## config.mk

```make
export PLATFORM = sky130hd
export DESIGN_NAME = progmem_fetcher
export DESIGN_NICKNAME = d
export VERILOG_FILES = /design/src/rtl/progmem_fetcher.sv
export SDC_FILE = /design/constraint.sdc
export NUM_CORES = 1
export LEC_CHECK = 0
export ABC_AREA = 1
export CAP_MARGIN = 5
export CELL_PAD_IN_SITES_DETAIL_PLACEMENT = 1
export CELL_PAD_IN_SITES_GLOBAL_PLACEMENT = 1
export CORE_MARGIN = 2
export CORE_UTILIZATION = 40
export CTS_CLUSTER_DIAMETER = 40
export DETAILED_ROUTE_END_ITERATION = 10
export GPL_TIMING_DRIVEN = 1
export PLACE_DENSITY = 0.86
export SLEW_MARGIN = 5
export SYNTH_ARGS = -nofsm -noshare
export SYNTH_HDL_FRONTEND = slang
export SYNTH_SLANG_ARGS = --single-unit
```

## constraint.sdc

```tcl
create_clock -name clk -period 6.39 [get_ports clk]
set_clock_uncertainty 0.05 [all_clocks]
set_input_delay 0.9585 -clock clk [delete_from_list [all_inputs] [get_ports clk]]
set_output_delay 0.9585 -clock clk [all_outputs]
set_load 0.01 [all_outputs]
```

## src/rtl/progmem_fetcher.sv

```systemverilog
// progmem_fetcher: streams word_count words from a program-memory read master into a FWFT FIFO.
// Optional feature macro: PROGMEM_FETCH_RESP_CHECK_EN (flags non-zero read responses on error).
module progmem_fetcher #(
    parameter int FIFO_DEPTH = 4
) (
    input  logic        clk,
    input  logic        rst_n,
    input  logic        start,
    input  logic [9:0]  base_addr,
    input  logic [10:0] word_count,
    output logic        busy,
    output logic        done,
    output logic        error,
    output logic [9:0]  mst_address,
    output logic        mst_read,
    input  logic [31:0] mst_readdata,
    input  logic [1:0]  mst_response,
    input  logic        mst_waitrequest,
    output logic [31:0] out_data,
    output logic        out_valid,
    input  logic        out_ready
);
    localparam int AW = $clog2(FIFO_DEPTH);

    typedef enum logic [1:0] {IDLE, REQ, GAP, DRAIN} state_t;

    state_t         state, state_nxt;
    logic [10:0]    remaining;
    logic [31:0]    mem [FIFO_DEPTH];
    logic [AW:0]    wr_ptr, rd_ptr;
    logic           full, empty, accept, xfer, pop, finish;

    assign empty     = wr_ptr == rd_ptr;
    assign full      = (wr_ptr[AW] != rd_ptr[AW]) && (wr_ptr[AW-1:0] == rd_ptr[AW-1:0]);
    assign accept    = (state == IDLE) && start && !done;
    assign mst_read  = (state == REQ) && !full;
    assign xfer      = mst_read && !mst_waitrequest;
    assign pop       = out_valid && out_ready;
    assign finish    = (state == DRAIN) && empty;
    assign out_valid = !empty;
    assign out_data  = empty ? '0 : mem[rd_ptr[AW-1:0]];

    // State register
    always_ff @(posedge clk or negedge rst_n) begin
        if (!rst_n) state <= IDLE;
        else        state <= state_nxt;
    end

    // Next-state: one read per REQ visit, a mandatory idle GAP cycle, then drain the FIFO
    always_comb begin
        state_nxt = state;
        case (state)
            IDLE:    if (accept) state_nxt = (word_count == 11'd0) ? DRAIN : REQ;
            REQ:     if (xfer) state_nxt = GAP;
            GAP:     state_nxt = (remaining == 11'd0) ? DRAIN : REQ;
            DRAIN:   if (empty) state_nxt = IDLE;
            default: state_nxt = IDLE;
        endcase
    end

    // Fetch bookkeeping: address (wraps naturally at 1024), remaining count, busy/done
    always_ff @(posedge clk or negedge rst_n) begin
        if (!rst_n) begin
            mst_address <= '0;
            remaining   <= '0;
            busy        <= 1'b0;
            done        <= 1'b0;
        end else begin
            done <= finish;
            if (accept) begin
                mst_address <= base_addr;
                remaining   <= word_count;
                busy        <= 1'b1;
            end else if (xfer) begin
                mst_address <= mst_address + 10'd1;
                remaining   <= remaining - 11'd1;
            end
            if (finish) busy <= 1'b0;
        end
    end

    // FIFO pointers; reads are only issued with a free slot, so a push never overflows
    always_ff @(posedge clk or negedge rst_n) begin
        if (!rst_n) begin
            wr_ptr <= '0;
            rd_ptr <= '0;
        end else begin
            if (xfer) wr_ptr <= wr_ptr + 1'b1;
            if (pop)  rd_ptr <= rd_ptr + 1'b1;
        end
    end

    // FIFO storage; contents are masked by out_valid so no reset is needed
    always_ff @(posedge clk) begin
        if (xfer) mem[wr_ptr[AW-1:0]] <= mst_readdata;
    end

`ifdef PROGMEM_FETCH_RESP_CHECK_EN
    // Sticky response error, cleared only by the next accepted start
    always_ff @(posedge clk or negedge rst_n) begin
        if (!rst_n)                           error <= 1'b0;
        else if (accept)                      error <= 1'b0;
        else if (xfer && mst_response != 2'd0) error <= 1'b1;
    end
`else
    logic unused_resp;
    assign unused_resp = ^mst_response;
    assign error       = 1'b0;
`endif

endmodule

```

==> flow_summary.toml <==
[layout]
final_cell_mix = "nand2_1 (152), edfxtp_1 (128), nor2_1 (104)"
stdcell_count = 1044
drive_above_1_share_pct = 7.98
final_common_cell = "nand2_1"
nFillCells = 1955
area_growth_pct = 24.1
regArea_um2 = 4620
multi_input_area_um2 = 2160
antenna_cells = 0
fin_nets = 870
postLayoutCoreUtil_pct = 50.4
stdcell_area_um2 = 8990

[pwr]
seqPwrFrac_pct = 34.1
swShare_pct = 40.0
p_total_mw = 4.48
peakVddDrop_mv = 0.418
pwr-share-comb_pct = 43.8
internal_power_mw = 2.69
cellLeakagePower_nw = 3.58
p_per_area_nw_per_um2 = 498
switchingPower_mw = 1.79
power.share.clock_pct = 22.1

[die]
start_util_pct = 40.6
pin_count = 107
die_area_um2 = 19200
die_h_um = 139
core_area_um2 = 17800
die_w_um = 139
fp-row-count = 49

[grt]
overflow = 0
antenna_found_initial = 0
grt_pass1_wl_um = 30000
grt_usage_pct = 20.0
grt_pass1_vias = 5772
grt_start_max_net_pins = 68

[critical_path]
r2r_cells = 6
end_kind = "output pin"
cp_cell_sequence = "nand2_2 > nand2_4 > nand4_4 > nand2_1 > inv_1 > clkdlybuf4s50_1"
required_ns = 5.38
worst-path-max-fanout = 67
slowest_stage = "dfrtp_2"
start_kind = "register"
cp.arrival_ns = 3.30
slowest_delay_ns = 1.19
path_class = "register to output pin"

[sta]
finalMaxSlewViolations = 0
tightest_slew_ns = 1.24
hold_viol_final = 0
min_period_ns = 4.31
fin_crit_sh_pct = 67.4
fin_ws_ns = 2.08
timing.fmax_mhz = 232
finalSetupTns_ns = 0
rsz0062_at_grt = "false"
relSlewSlack_pct = 17.6
whs_ns = 0.463
setup_violations = 0

[clock_network]
clkSlewWorstSetupHoldPaths_ns = 0.07
h-tree-depth = 4
cts_tree = "done"
post_cts_buffers = 0
clk_latency_ns = 0.42
hold_buffers = 0
cts_resized = 0
cts_root_buffer = "clkbuf_16"
cts_made_buffers = 17
cts.sinks = 159
clockBufferDepth = 2

[logic_synthesis]
ys_seq_area_share_pct = 63.8
syn_nets = 776
synth_cells = 708
ys_types = 32
syn_area_um2 = 7250
syn_area_per_cell_um2 = 10.2
synth_warnings = 0
synth-seq-cells = 159

[placed_design]
dpl_worst_slack_ns = 2.51
numPortBuffers = 103
place_congestion = 0.816
dp.final_hpwl_um = 11500
dp_cells = 1012
place_area_um2 = 8410

[routing]
dr_total_vias = 5419
drt-total-wl_um = 18700
firstDrtPassIters = 5
via_per_inst = 5.19
wl_met3_um = 689
ant_nets = 0
wl_met1_um = 7820
drc_errors = 0
maxUsedRoutingLayer = "met4"
wl_met2_um = 9780
drtIter0Drc = 358
wl_per_cell_um = 17.9

[hold_path]
hold_depth = 2
hold_class = "register to register"

[job]
cap_viol_max_count = 0

[outcome]
outcome = "complete, no violations"
-- state kept, by name, summed over array words and instances (netlist names) --
signal       flops
busy             1
state            2
wr_ptr           3
remaining       11
done             1
mem            128
rd_ptr           3
mst_address     10
-- area by class of cell --
type | count | area share [%]
sequential | 159 | 51.4
multi-input combinational | 439 | 24.0
timing repair buffer | 106 | 11.7
clock buffer | 17 | 4.73
inverter | 79 | 3.30
tap | 229 | 3.19
clock inverter | 15 | 1.70
-- cells in the mapped netlist --
library cell / count / area share, %
o22ai_1: 32 / 2.8
nand2_1: 152 / 7.9
nor2_1: 108 / 5.6
nand4_4: 1 / 0.29
o211ai_1: 1 / 0.10
a21oi_2: 1 / 0.12
nand3_2: 2 / 0.28
nand2_4: 2 / 0.31
o21ai_0: 73 / 5.0
nor2_8: 1 / 0.28
nand3_1: 28 / 1.9
or2_2: 1 / 0.086
a21oi_1: 1 / 0.069
clkbuf_1: 17 / 0.88
edfxtp_1: 128 / 53
ha_1: 8 / 1.4
conb_1: 1 / 0.052
buf_12: 3 / 0.83
inv_1: 74 / 3.8
dfrtp_1: 31 / 11
nand3_4: 2 / 0.48
buf_6: 3 / 0.47
o21ai_1: 4 / 0.28
nand2_2: 2 / 0.17
buf_4: 2 / 0.21
buf_2: 6 / 0.41
nand2_8: 1 / 0.28
inv_2: 5 / 0.26
xor2_1: 4 / 0.48
nand4_1: 5 / 0.43
nand3b_1: 2 / 0.21
o21ai_2: 7 / 0.85
-- layer usage --
metal  track usage (%)  up-vias
met4              7.52        0
met2              35.7      118
li1                  -     2564
met3              4.35       30
met1              23.6     2707
met5                 0        -
-- critical path: cells and delay by family, from the launching register on --
kind | cells | cell delay, ns
AND/OR/NAND/NOR | 4 | 1.14
flip-flops | 1 | 1.19
buffers and inverters | 2 | 0.53
-- power groups by stage --
stage	sequential (mW)	combinational (mW)	clock [mW]
CTS	1.53	1.99	1.00
global route	1.55	2.17	1.05
global placement	1.52	1.87	0
detailed placement	1.54	1.96	0
finish	1.53	1.96	0.991
floorplan	1.46	1.22	0
-- logic make-up after synthesis --
| logic type | share of synthesized area [%] |
|---|---|
| AO/OA/AOI/OAI | 9.22 |
| XOR/XNOR | 0.483 |
| adder cells (fa/ha/maj) | 1.38 |
| buffers and inverters | 6.89 |
| flip-flops | 63.8 |
| other | 0.0518 |
| AND/OR/NAND/NOR | 18.2 |
-- worst paths after layout --
check                                 startpoint                          to  slack [ns]
max reg2reg                rd_ptr[0]$_DFFE_PN0P_        mem[3][20]$_DFFE_PP_        3.16
max in group asynchronous                  rst_n       rd_ptr[0]$_DFFE_PN0P_        5.05
min reg2reg                rd_ptr[2]$_DFFE_PN0P_       rd_ptr[2]$_DFFE_PN0P_        0.46
min in group asynchronous                  rst_n  mst_address[8]$_DFFE_PN0P_        0.90
min                        rd_ptr[2]$_DFFE_PN0P_       rd_ptr[2]$_DFFE_PN0P_        0.46
max                        rd_ptr[0]$_DFFE_PN0P_                out_data[12]        2.08
Power figures use the tool's default switching activity.
